## src/rtl/seq_detect_pkg.sv

```systemverilog
// Shared helpers for the parametrised sequence detector family:
// width helper, saturating increment and overlap-mode constants.
package seq_detect_pkg;

  localparam int OVL_OFF = 0;
  localparam int OVL_ON  = 1;

  // Bits needed to hold a fill level of 0..pat_w.
  function automatic int fill_w(input int pat_w);
    return $clog2(pat_w + 1);
  endfunction

  // Increment v, holding at the all-ones value of a w-bit field (w <= 32).
  function automatic logic [31:0] sat_inc(input logic [31:0] v, input int unsigned w);
    logic [31:0] max_v;
    max_v = (w >= 32) ? 32'hFFFF_FFFF : ((32'd1 << w) - 32'd1);
    return (v >= max_v) ? v : v + 32'd1;
  endfunction

endpackage

```

## src/rtl/seq_detect_param_if.sv

```systemverilog
// Bit-stream and match-result bundle for seq_detect_param.
// Optional SEQ_DETECT_MASK_EN adds the pat_mask don't-care vector.
interface seq_detect_param_if #(
  parameter int PAT_W = 3,
  parameter int CNT_W = 8
);
  import seq_detect_pkg::*;

  localparam int FW = fill_w(PAT_W);

  logic             clr;
  logic             in_valid;
  logic             inp;
`ifdef SEQ_DETECT_MASK_EN
  logic [PAT_W-1:0] pat_mask;
`endif
  logic             match;
  logic [CNT_W-1:0] match_cnt;
  logic [FW-1:0]    fill;

  // Bit source / controller side.
  modport master (
    output clr, in_valid, inp,
`ifdef SEQ_DETECT_MASK_EN
    output pat_mask,
`endif
    input  match, match_cnt, fill
  );

  // Detector side.
  modport slave (
    input  clr, in_valid, inp,
`ifdef SEQ_DETECT_MASK_EN
    input  pat_mask,
`endif
    output match, match_cnt, fill
  );

endinterface

```

## src/rtl/seq_detect_cnt.sv

```systemverilog
// Saturating event counter with synchronous clear; shared by FSM-library blocks.
module seq_detect_cnt
  import seq_detect_pkg::*;
#(
  parameter int CNT_W = 8
) (
  input  logic             clk,
  input  logic             rst,
  input  logic             clr,
  input  logic             inc,
  output logic [CNT_W-1:0] cnt
);

  if (CNT_W < 1 || CNT_W > 32) begin : g_bad_cnt_w
    $error("seq_detect_cnt: CNT_W must be 1..32");
  end

  // Count up on inc, stick at all-ones, clear wins over inc.
  always_ff @(posedge clk or negedge rst) begin
    if (!rst)     cnt <= '0;
    else if (clr) cnt <= '0;
    else if (inc) cnt <= CNT_W'(sat_inc(32'(cnt), CNT_W));
  end

endmodule

```

## src/rtl/seq_detect_param.sv

```systemverilog
// Parametrised serial pattern detector (Mealy compare, registered match).
// Fill level 0..PAT_W acts as the detector state; FULL is absorbing when
// OVERLAP=1, a hit drops back to EMPTY when OVERLAP=0.
// Optional feature: define SEQ_DETECT_MASK_EN to add a pat_mask don't-care input.
module seq_detect_param
  import seq_detect_pkg::*;
#(
  parameter int              PAT_W   = 3,
  parameter longint unsigned PATTERN = 3'b101,
  parameter int              OVERLAP = OVL_ON,
  parameter int              CNT_W   = 8
) (
  input logic              clk,
  input logic              rst,
  seq_detect_param_if.slave bus
);

  localparam int             FW   = fill_w(PAT_W);
  localparam logic [FW-1:0]  FULL = FW'(PAT_W);

  if (PAT_W < 2 || PAT_W > 16) begin : g_bad_pat_w
    $error("seq_detect_param: PAT_W must be 2..16");
  end
  if ((PATTERN >> PAT_W) != 0) begin : g_bad_pattern
    $error("seq_detect_param: PATTERN does not fit in PAT_W bits");
  end

  localparam logic [PAT_W-1:0] PAT = PATTERN[PAT_W-1:0];

  logic [PAT_W-1:0] history;
  logic [PAT_W-1:0] hist_n;
  logic [PAT_W-1:0] mask;
  logic [FW-1:0]    fill_q;
  logic [FW-1:0]    fill_n;
  logic             match_q;
  logic             hit;
  logic             accept;

`ifdef SEQ_DETECT_MASK_EN
  assign mask = bus.pat_mask;
`else
  assign mask = '0;
`endif

  // clr discards the bit offered in the same cycle.
  assign accept = bus.in_valid && !bus.clr;

  // Next history/fill and the masked compare against the target.
  always_comb begin
    hist_n = {history[PAT_W-2:0], bus.inp};
    fill_n = (fill_q == FULL) ? fill_q : fill_q + FW'(1);
    hit    = (fill_n == FULL) && (((hist_n ^ PAT) & ~mask) == '0);
  end

  // Shift register, fill state and registered match pulse.
  always_ff @(posedge clk or negedge rst) begin
    if (!rst) begin
      history <= '0;
      fill_q  <= '0;
      match_q <= 1'b0;
    end else if (bus.clr) begin
      fill_q  <= '0;
      match_q <= 1'b0;
    end else if (bus.in_valid) begin
      history <= hist_n;
      match_q <= hit;
      fill_q  <= (hit && OVERLAP == OVL_OFF) ? '0 : fill_n;
    end else begin
      match_q <= 1'b0;
    end
  end

  seq_detect_cnt #(.CNT_W(CNT_W)) u_cnt (
    .clk (clk),
    .rst (rst),
    .clr (bus.clr),
    .inc (accept && hit),
    .cnt (bus.match_cnt)
  );

  assign bus.match = match_q;
  assign bus.fill  = fill_q;

endmodule

```

## src/flat_wrapper.sv

```systemverilog
// flat-port wrapper written by rule: the top's interface ports become plain ports
module seq_detect_param_flat import seq_detect_pkg::*;
#(
  parameter int              PAT_W   = 3,
  parameter longint unsigned PATTERN = 3'b101,
  parameter int              OVERLAP = OVL_ON,
  parameter int              CNT_W   = 8
)
  (clk, rst, bus_clr, bus_in_valid, bus_inp, bus_match, bus_match_cnt, bus_fill);
  seq_detect_param_if #(.PAT_W(PAT_W), .CNT_W(CNT_W)) bus_i ();
  input logic clk;
  input logic rst;
  input wire logic [$bits(bus_i.clr)-1:0] bus_clr;
  input wire logic [$bits(bus_i.in_valid)-1:0] bus_in_valid;
  input wire logic [$bits(bus_i.inp)-1:0] bus_inp;
  output wire logic [$bits(bus_i.match)-1:0] bus_match;
  output wire logic [$bits(bus_i.match_cnt)-1:0] bus_match_cnt;
  output wire logic [$bits(bus_i.fill)-1:0] bus_fill;
  assign bus_i.clr = bus_clr;
  assign bus_i.in_valid = bus_in_valid;
  assign bus_i.inp = bus_inp;
  assign bus_match = bus_i.match;
  assign bus_match_cnt = bus_i.match_cnt;
  assign bus_fill = bus_i.fill;
  seq_detect_param #(.PAT_W(PAT_W), .PATTERN(PATTERN), .OVERLAP(OVERLAP), .CNT_W(CNT_W)) u_core (.clk(clk), .rst(rst), .bus(bus_i));
endmodule
```

## config.mk

```make
export PLATFORM = sky130hd
export DESIGN_NAME = seq_detect_param_flat
export DESIGN_NICKNAME = d
export VERILOG_FILES = /design/src/rtl/seq_detect_pkg.sv /design/src/rtl/seq_detect_param_if.sv /design/src/rtl/seq_detect_cnt.sv /design/src/rtl/seq_detect_param.sv /design/src/flat_wrapper.sv
export SDC_FILE = /design/constraint.sdc
export NUM_CORES = 1
export LEC_CHECK = 0
export CAP_MARGIN = 0
export CORE_MARGIN = 4
export CORE_UTILIZATION = 50
export CTS_BUF_LIST = sky130_fd_sc_hd__clkbuf_4 sky130_fd_sc_hd__clkbuf_8
export DETAILED_ROUTE_END_ITERATION = 10
export GPL_TIMING_DRIVEN = 1
export PLACE_DENSITY = 0.8
export RECOVER_POWER = 25
export SYNTH_ARGS = -nofsm -noshare
export SYNTH_HDL_FRONTEND = slang
export SYNTH_HIERARCHICAL = 1
export SYNTH_SLANG_ARGS = --single-unit
```

## constraint.sdc

```tcl
create_clock -name clk -period 2.1 [get_ports clk]
set_input_delay 0.42 -clock clk [delete_from_list [all_inputs] [get_ports clk]]
set_output_delay 0.42 -clock clk [all_outputs]
set_load 0.02 [all_outputs]
```

==> results of run 1 <==
state kept, by name, summed over array words and instances, names as in the netlist:
signal,cells
u_core/bus.match,1
u_core/u_cnt/cnt,8
u_core/history,2
u_core/bus.fill,2
worst max-delay path, stage by stage:
cell and delay, ns:
sky130_fd_sc_hd__clkdlybuf4s50_1 0.47, sky130_fd_sc_hd__nand4b_1 0.12, sky130_fd_sc_hd__nor2_1 0.25, sky130_fd_sc_hd__nand3_2 0.13
sky130_fd_sc_hd__or4_1 0.47, sky130_fd_sc_hd__o211a_1 0.14
per-stage QoR:
step | area, sq um | setup TNS (ns) | utilization
2_1_floorplan | 678 | 0 | -
3_3_place_gp | 888 | 0 | 0.691
3_5_place_dp | 888 | -0.0576 | 0.691
4_1_cts | 918 | 0 | 0.715
5_1_grt | 918 | 0 | 0.715
6_report | 918 | 0 | 0.715
cell type report:
cell class                 count  share of cell area
timing repair buffer          21               0.213
multi-input combinational     47               0.372
inverter                       2             0.00817
clock buffer                   4              0.0327
tap                           15              0.0204
sequential                    13               0.354
routing by layer:
layer	vias up	routed length, um	global-route usage
met1	268	605	0.196
met3	2	44	0.0518
met5	-	0	0
li1	281	-	-
met2	6	738	0.295
met4	0	17	0.105
cell usage after synthesis, drive strengths merged:
library cell,n
a21oi,3
nand4,1
nor2b,3
a21boi,1
and3,1
nand2,2
or2b,1
nand3,3
a211oi,3
a31oi,1
nor3,6
ha,1
dfrtp,13
or4,1
nand2b,3
clkbuf,1
and3b,1
nand4b,1
mux2i,1
inv,2
nor2,6
mux2,4
a41oi,1
and4,2
o211a,1
cell families after synthesis:
| family | after synthesis |
|---|---|
| DFF | 13 |
| adders and majority gates | 1 |
| muxes | 5 |
| and+or+nand+nor | 31 |
| AOI/OAI and AO/OA | 10 |
| buffers and inverters | 3 |
worst paths after layout:
path / from / to / depth (start not counted)
worst max-delay path: bus_inp / u_core/u_cnt/cnt[7] / 6
worst min-delay path: u_core/history[1] / u_core/history[1] / 1
worst max register to register: u_core/u_cnt/cnt[0] / u_core/u_cnt/cnt[0] / 4
worst min register to register: u_core/history[1] / u_core/history[1] / 1
max in group asynchronous: rst / u_core/history[0] / 1
min in group asynchronous: rst / u_core/u_cnt/cnt[7] / 1
power breakdown:
part,internal (uW),switching [uW]
Clock,86.4,75.8
Sequential,261,7.42
Combinational,32.0,23.1
==> results.tsv, run 1 <==
stage	metric	value	unit
yosys	total of flip-flops plus latches after synthesis	13	
cells_and_area	most frequent standard cell in the layout excluding fill and tap cells	sky130_fd_sc_hd__clkdlybuf4s50_1	
global_routing	wire length of the first global-routing pass	2.49	mm
timing	final worst-path setup slack	0.263	ns
routing	ANT nets after route	0	
floorplanning	Die X	44.8	um
yosys	library cells used by synthesis	29	
global_routing	gr ovfl total	0	
run	max cap viols	0	
pwr	post-route total power	485	uW
setup_path	Worst EP arrival	2.00	ns
routing	wire length per cell after detailed routing	13.8	um
global_routing	antenna violations before repair	0	
yosys	Mapped Nets	69	
placement	Placement Setup Slack	-0.0335	ns
yosys	multiplexer fraction of the synthesized cell area	0.0923	
clock_tree	clock sink total	13	
placement	input/output buffers	15	
yosys	compound-cell area share of the yosys netlist	0.103	
placement	DP HPWL	1.08	mm
timing	worst slew pin tran	0.574	ns
routing	Vias per Instance	5.46	
clock_tree	worst skew pair latency	0.27	ns
yosys	Mapped Cells	63	
yosys	share of the synthesized netlist area taken by xor and xnor gates	0	
timing	endpoints failing hold	0	
setup_path	highest fanout seen on the critical path	4	
placement	Routability Congestion	0.755	
routing	drt first pass iters	2	
clock_tree	clock buffer count from CTS	3	
floorplanning	Core Region	1280	sq um
cells_and_area	area of combinational cells with multiple inputs	342	sq um
yosys	cell accounting for the most synthesized area	sky130_fd_sc_hd__dfrtp_1	
global_routing	aggregate global-route resource usage	0.176	
cells_and_area	area growth from synthesis to layout	35.4	%
routing	DRC violations left	0	
timing	count of pins over their slew limit	0	
global_routing	pin count of the biggest net entering global routing	14	
cells_and_area	antenna diode count	0	
cells_and_area	count of filler cells inserted in the layout	95	
cells_and_area	most frequent cells in the layout	sky130_fd_sc_hd__clkdlybuf4s50_1 (14), sky130_fd_sc_hd__dfrtp_1 (13), sky130_fd_sc_hd__nor2_1 (6), sky130_fd_sc_hd__nor3_1 (6), sky130_fd_sc_hd__buf_4 (6)	
yosys	Area contributors post-synth	sky130_fd_sc_hd__dfrtp_1 (48%), sky130_fd_sc_hd__nor3_1 (4.4%), sky130_fd_sc_hd__mux2_4 (4.4%)	
pwr	static leakage power	0.000406	uW
routing	Vias	557	
pwr	worst vdd ir	439	uV
timing	remaining max-slew budget at the tightest pin	0.616	
timing	final setup violation count	0	
setup_path	required time at the endpoint of the critical path	2.26	ns
setup_path	category of the worst setup path launch point	input port	
floorplanning	Chip Height	44.8	um
clock_tree	root cell of the clock tree	sky130_fd_sc_hd__clkbuf_4	
timing	RSZ-0062 raised after global routing	false	
yosys	synthesized-area fraction occupied by and/or/nand/nor cells	0.290	
global_routing	number of global-route vias before repair	553	
clock_tree	PostCTS Resize Cnt	0	
cells_and_area	fraction of layout cells with a size suffix above 1	0.230	
yosys	combinational family with the most area after synthesis	simple AND/OR/NAND/NOR gates	
timing	post-route clock skew	0.00600	ns
cells_and_area	number of nets at the end of the flow	94	
timing	Hold Slack	0.525	ns
yosys	per-instance average area after synthesis	10.8	sq um
clock_tree	maximum level of the CTS H-tree	1	
floorplanning	number of top-level design ports	16	
timing	Peak Freq	0.544	GHz
clock_tree	hold buffer count at CTS	0	
clock_tree	clock tree buffer depth	2	
clock_tree	clock tree from TritonCTS	yes	
yosys	sequential share of the synthesized area	0.480	
routing	total wire length after detailed routing	1.41	mm
timing	post-layout minimum cycle time	1.84	ns
pwr	PD cells	528	nW/um^2
yosys	fraction of synthesized cell area taken by the top area cell type	0.480	
floorplanning	standard-cell row count	13	
yosys	number of warnings issued by yosys	6	
setup_path	nature of the critical path endpoint	register	
placement	placed cells	98	
routing	detailed router's first-iteration violation count	11	
clock_tree	Clk pin slew, worst setup/hold paths	0.08	ns
clock_tree	Post-CTS Repair Setup Buffers	0	
cells_and_area	post-route non-filler standard cell count	102	
status	status	finished, final reports clean	
floorplanning	DIE AREA	2010	sq um
yosys	Post-Syn Area	678	sq um
timing	portion of the clock cycle consumed by the worst path in the final layout	0.875	
cells_and_area	Register Area	325	sq um
min_path	hold crit path type	reg -> reg	
setup_path	critical path class	in -> reg	
setup_path	setup slack of the most critical reg-to-reg path	0.34	ns
yosys	adder-cell share of the synthesized area	0.0185	
floorplanning	Starting Density	0.528	
(Power assumes the default switching activity.)
==> inputs of run 2 (changes only) <==
--- a/config.mk
+++ b/config.mk
@@ -11,7 +11,7 @@
 export CTS_BUF_LIST = sky130_fd_sc_hd__clkbuf_4 sky130_fd_sc_hd__clkbuf_8
 export DETAILED_ROUTE_END_ITERATION = 10
 export GPL_TIMING_DRIVEN = 1
-export PLACE_DENSITY = 0.8
+export PLACE_DENSITY = 0.85
 export RECOVER_POWER = 25
 export SYNTH_ARGS = -nofsm -noshare
 export SYNTH_HDL_FRONTEND = slang
==> results.tsv, run 2 (same netlist as run 1, synthesis figures left out) <==
stage	metric	value	unit	change
clock_tree	Post-CTS Repair Setup Buffers	0		unchanged
setup_path	nature of the critical path endpoint	primary output		
cells_and_area	Util after Layout	0.703		-0.0117
routing	drt first pass iters	3		+1
timing	endpoints failing hold	0		unchanged
clock_tree	hold buffer count at CTS	0		unchanged
routing	Vias	577		+3.6%
setup_path	capturing point of the worst reg2reg path	u_core/u_cnt/cnt[0]		
floorplanning	number of top-level design ports	16		unchanged
setup_path	Worst Path Buf+Inv	1		unchanged
global_routing	antenna violations before repair	0		unchanged
pwr	PD cells	545	nW/um^2	+3.1%
timing	RSZ-0062 raised after global routing	false		
setup_path	beginning of the worst register-to-register path	u_core/u_cnt/cnt[0]		
pwr	static leakage power	0.000397	uW	-2.4%
global_routing	aggregate global-route resource usage	0.165		-0.0115
floorplanning	Die X	44.8	um	unchanged
routing	total wire length after detailed routing	1.39	mm	-1.3%
clock_tree	Clk pin slew, worst setup/hold paths	0.08	ns	about the same
timing	final setup violation count	0		unchanged
clock_tree	maximum level of the CTS H-tree	1		unchanged
setup_path	category of the worst setup path launch point	register		
clock_tree	worst skew pair latency	0.28	ns	about the same
global_routing	number of global-route vias before repair	542		-2.0%
cells_and_area	flip-flop count of the largest register, all copies and words added	8		unchanged
timing	Hold Slack	0.522	ns	-0.00237 ns
setup_path	highest fanout seen on the critical path	8		+4
cells_and_area	number of nets at the end of the flow	92		-2.1%
placement	placed cells	96		-2.0%
timing	remaining max-slew budget at the tightest pin	0.608		-0.00848
timing	post-route clock skew	0.00485	ns	-0.00115 ns
timing	portion of the clock cycle consumed by the worst path in the final layout	0.875		about the same
cells_and_area	most frequent standard cell in the layout excluding fill and tap cells	sky130_fd_sc_hd__clkdlybuf4s50_1		
global_routing	wire length of the first global-routing pass	2.35	mm	-5.5%
timing	count of pins over their slew limit	0		unchanged
setup_path	stage delay of the slowest cell on the critical path	0.65	ns	+0.18 ns
routing	ANT nets after route	0		unchanged
timing	setup total negative slack	0	ns	unchanged
min_path	launch point of the worst hold path	u_core/history[1]		
floorplanning	standard-cell row count	13		unchanged
routing	Vias per Instance	5.77		+5.7%
floorplanning	Core Region	1280	sq um	unchanged
run	max cap viols	0		unchanged
cells_and_area	antenna diode count	0		unchanged
clock_tree	clock tree from TritonCTS	yes		
setup_path	crit-path cells	clkdlybuf4s50_1		
routing	detailed router's first-iteration violation count	19		+8
cells_and_area	Register Area	325	sq um	unchanged
routing	DRC violations left	0		unchanged
cells_and_area	most frequent cells in the layout	sky130_fd_sc_hd__clkdlybuf4s50_1 (14), sky130_fd_sc_hd__dfrtp_1 (13), sky130_fd_sc_hd__nor2_1 (6), sky130_fd_sc_hd__nor3_1 (6)		
floorplanning	DIE AREA	2010	sq um	unchanged
cells_and_area	Biggest register	u_core/u_cnt/cnt		
cells_and_area	count of filler cells inserted in the layout	110		+16%
floorplanning	Chip Height	44.8	um	unchanged
floorplanning	Starting Density	0.528		unchanged
cells_and_area	area of combinational cells with multiple inputs	342	sq um	unchanged
setup_path	critical path class	reg -> out		
routing	wire length per cell after detailed routing	13.9	um	+0.69%
global_routing	pin count of the biggest net entering global routing	14		unchanged
clock_tree	clock buffer count from CTS	3		unchanged
setup_path	category of cells accounting for the largest share of critical-path delay	buffers and inverters		
pwr	worst vdd ir	445	uV	+1.3%
clock_tree	clock tree buffer depth	2		unchanged
cells_and_area	area growth from synthesis to layout	33.2	%	
placement	Routability Congestion	0.760		+0.58%
clock_tree	PostCTS Resize Cnt	0		unchanged
global_routing	gr ovfl total	0		unchanged
cells_and_area	area of all placed cells without fillers	903	sq um	-1.6%
clock_tree	clock sink total	13		unchanged
min_path	Hold Path Stages	1		unchanged
setup_path	required time at the endpoint of the critical path	1.68	ns	-0.58 ns
status	status	finished, final reports clean		
placement	placed inst area	873	sq um	-1.7%
timing	post-layout minimum cycle time	1.84	ns	+0.000408 ns
min_path	Worst Hold Path EP	u_core/history[1]		
placement	input/output buffers	15		unchanged
setup_path	Register-to-Register Path Depth	4		unchanged
clock_tree	root cell of the clock tree	sky130_fd_sc_hd__clkbuf_4		
min_path	hold crit path type	reg -> reg		
timing	worst slew pin tran	0.586	ns	+0.0127 ns
setup_path	Worst EP arrival	1.42	ns	-0.58 ns
timing	Peak Freq	0.544	GHz	about the same
cells_and_area	fraction of layout cells with a size suffix above 1	0.212		-0.0181
cells_and_area	post-route non-filler standard cell count	100		-2.0%
setup_path	setup slack of the most critical reg-to-reg path	0.32	ns	-0.02 ns
placement	DP HPWL	992	um	-7.9%
setup_path	cell type of the slowest stage on the worst timing path	sky130_fd_sc_hd__clkdlybuf4s50_1		
[run 2: worst register-to-register path, delay by kind of cell (launching register included)]
kind	cells	cell delay, ns
adder cells (fa/ha/maj)	1	0.30
multiplexers	1	0.37
AO/OA/AOI/OAI	1	0.27
flip-flops	1	0.45
AND/OR/NAND/NOR	1	0.29
[run 2: stage by stage]
| step | power [uW] | worst slack [ns] |
|---|---|---|
| 2_1_floorplan | 299 | 0.339 |
| 3_3_place_gp | 327 | 0.0380 |
| 3_5_place_dp | 328 | 0.00359 |
| 4_1_cts | 500 | 0.256 |
| 5_1_grt | 523 | 0.196 |
| 6_report | 492 | 0.263 |
[run 2: how the worst max path moves through the flow]
stage	startpoint	endpoint	slack (ns)	depth (start not counted)
after floorplan	u_core/bus.fill[1]	u_core/u_cnt/cnt[7]	0.34	5
after global placement	bus_inp	u_core/u_cnt/cnt[7]	0.04	6
after detailed placement	bus_inp	u_core/u_cnt/cnt[7]	0.004	6
after CTS	u_core/u_cnt/cnt[2]	bus_match_cnt[2]	0.26	1
after global routing	u_core/u_cnt/cnt[2]	bus_match_cnt[2]	0.20	1
final	u_core/u_cnt/cnt[2]	bus_match_cnt[2]	0.26	1
[run 2: metal layers]
metal,routed length (um),global-route usage,up-vias,share of wire
met5,0,0,-,0
met3,66,0.0279,4,0.048
met2,663,0.266,13,0.48
met1,615,0.194,279,0.44
met4,43,0.123,0,0.031
li1,-,-,281,-
[run 2: power breakdown]
group / internal [uW] / switching (uW) / leakage (uW)
clock network: 86.6 / 83.0 / 0.0000184
registers: 261 / 7.16 / 0.000176
logic: 31.8 / 22.9 / 0.000203
[run 2: layout make-up]
type                       count  area share
clock buffer                   4      0.0332
inverter                       2     0.00831
sequential                    13       0.360
timing repair buffer          19       0.199
tap                           15      0.0208
multi-input combinational     47       0.378
==> patch: new RTL, flow settings as in run 1 <==
Make the reset (`rst`) synchronous in 2 clocked blocks.
--- a/src/rtl/seq_detect_cnt.sv
+++ b/src/rtl/seq_detect_cnt.sv
@@ -17,5 +17,5 @@
 
   // Count up on inc, stick at all-ones, clear wins over inc.
-  always_ff @(posedge clk or negedge rst) begin
+  always_ff @(posedge clk) begin
     if (!rst)     cnt <= '0;
     else if (clr) cnt <= '0;
--- a/src/rtl/seq_detect_param.sv
+++ b/src/rtl/seq_detect_param.sv
@@ -54,5 +54,5 @@
 
   // Shift register, fill state and registered match pulse.
-  always_ff @(posedge clk or negedge rst) begin
+  always_ff @(posedge clk) begin
     if (!rst) begin
       history <= '0;
Behaviour: differs if rst is asserted again (counterexample within 4 cycles, from zero or initial values and one cycle with rst low); with rst held inactive, the same outputs for 10 cycles.
==> patch against run 1 <==
  * Clock skew down 0.0017 ns
  * Synthesized area down 7.9%
  * Register-to-register slack gained 0.05 ns
  * Setup slack got worse by 0.13 ns
  * Count of clock-buffer cells in the layout is the same
  * Sequential cell count did not move
  * Global-route usage decreased by 0.66 points
  * Via count increased by 5.0%
  * Total power shrank 7.1%
  * Hold slack worse by 0.039 ns
  * Cell area fell by 9.9%
  * Routed wire length is 6.3% higher
  * Critical path type unchanged
  * Critical endpoint is now u_core/u_cnt/cnt[5]$_SDFFE_PP0P_
==> patch: results (changes against run 1) <==
| Metric | Value |
|---|---|
| Routed vias | `585 (was 557)` |
| Clk slew on worst S/H paths | `0.08 ns (about the same)` |
| Dpl hpwl | `1.04 mm (was 1.08 mm)` |
| Worst-path fanout max | `6 (was 4)` |
| Sequential Power | `251 uW (was 268 uW)` |
| Max FFs per register | `8 (unchanged)` |
| Post_cts resized | `0 (unchanged)` |
| Largest net degree at the start of global routing | `8 (was 14)` |
| Peak supply drop | `0.000370 V (was 0.000439 V)` |
| Placed insts | `97 (was 98)` |
| Layout cells sized above 1 | `0.126 (was 0.230)` |
| WL met3 | `49 um (was 44 um)` |
| DRT Pass-1 Iters | `4 (was 2)` |
| Syn Inst Count | `66 (was 63)` |
| Top_reg_cell synth | `dfxtp_1 (was dfrtp_1)` |
| Netlist cell types | `27 (was 29)` |
| Vias in the first global route | `537 (was 553)` |
| Pre-CTS WS | `0.0234 ns (was -0.0335 ns)` |
| Clk pwr share | `0.374 (was 0.334)` |
| Clock Skews | `0.00433 ns (was 0.00600 ns)` |
| DR WL met2 | `758 um (was 738 um)` |
| Final WL | `1.49 mm (was 1.41 mm)` |
| Global-route wire length before repair | `2.41 mm (was 2.49 mm)` |
| All-Layer GR Usage | `0.170 (was 0.176)` |
| Post-synth net total | `72 (was 69)` |
| Slew margin rel. | `0.708 (was 0.616)` |
| Arr. time, crit path | `2.11 ns (was 2.00 ns)` |
| Synth area leaders | `dfxtp_1 42%, mux2i_1 6.4%, nand2_1 5.4% (was dfrtp_1 48%, nor3_1 4.4%, mux2_4 4.4%)` |
| Slowest stage delay, CP | `0.49 ns (was 0.47 ns)` |
| Post-route insts no fill | `101 (was 102)` |
| Met1 wire length | `676 um (was 605 um)` |
| Ys Warns | `6 (unchanged)` |
| P_int | `351 uW (was 379 uW)` |
| Final Wtd Congestion | `0.756 (was 0.755)` |
| Async set or reset register ratio after synthesis | `0 (was 1.00)` |
| Layout net count | `94 (unchanged)` |
| Status | `completed (unchanged)` |
| Sequential area share after synthesis | `0.417 (was 0.480)` |
| Leak | `0.000310 uW (was 0.000406 uW)` |
| Uppermost layer routed | `met4 (unchanged)` |
| Commonest cells post-synth | `13 x dfxtp_1, 9 x nand2_1, 5 x nor3_1 (was 13 x dfrtp_1, 6 x nor2_1, 6 x nor3_1)` |
| Starting DRT DRC Count | `22 (was 11)` |
[patch: metrics by stage]
step           instance area [sq um]   util  power (uW)  hold WS [ns]
6_report                         827  0.725         451         0.486
5_1_grt                          827  0.725         467         0.489
4_1_cts                          833  0.730         454         0.468
3_5_place_dp                     803  0.704         290         0.455
3_3_place_gp                     803  0.704         289         0.458
2_1_floorplan                    624      -         271         0.434
[patch: final cells by class]
cell class	count	area [sq um]
clock buffer	4	30.0
fill	103	314
inverter	2	7.51
multi-input combinational	50	343
sequential	13	260
tap	14	17.5
timing repair buffer	18	169
[patch: metal layers]
layer / vias to the layer above / global-route usage
met4: 0 / 0.0723
met3: 2 / 0.0249
met5: - / 0
li1: 287 / -
met2: 9 / 0.286
met1: 287 / 0.214
[patch: cells by family (layout without fill, tap and decap cells)]
| logic type | after synthesis | in the layout | synth area share |
|---|---|---|---|
| fa+ha+maj | 1 | 1 | 0.0200 |
| simple gates | 33 | 33 | 0.337 |
| compound gates | 12 | 12 | 0.132 |
| flops | 13 | 13 | 0.417 |
| mux | 4 | 4 | 0.0641 |
| buf+inv | 3 | 24 | 0.0301 |
[patch: path summary, 6_finish.rpt]
check	start	to	depth (start not counted)	slack [ns]
hold reg to reg	u_core/history[0]$_SDFFE_PN0P_	u_core/bus.match$_SDFF_PP0_	1	0.49
setup reg to reg	u_core/bus.fill[1]$_SDFFE_PP0P_	u_core/u_cnt/cnt[5]$_SDFFE_PP0P_	5	0.39
hold / removal	u_core/history[0]$_SDFFE_PN0P_	u_core/bus.match$_SDFF_PP0_	1	0.49
setup / recovery	bus_in_valid	u_core/u_cnt/cnt[5]$_SDFFE_PP0P_	6	0.13
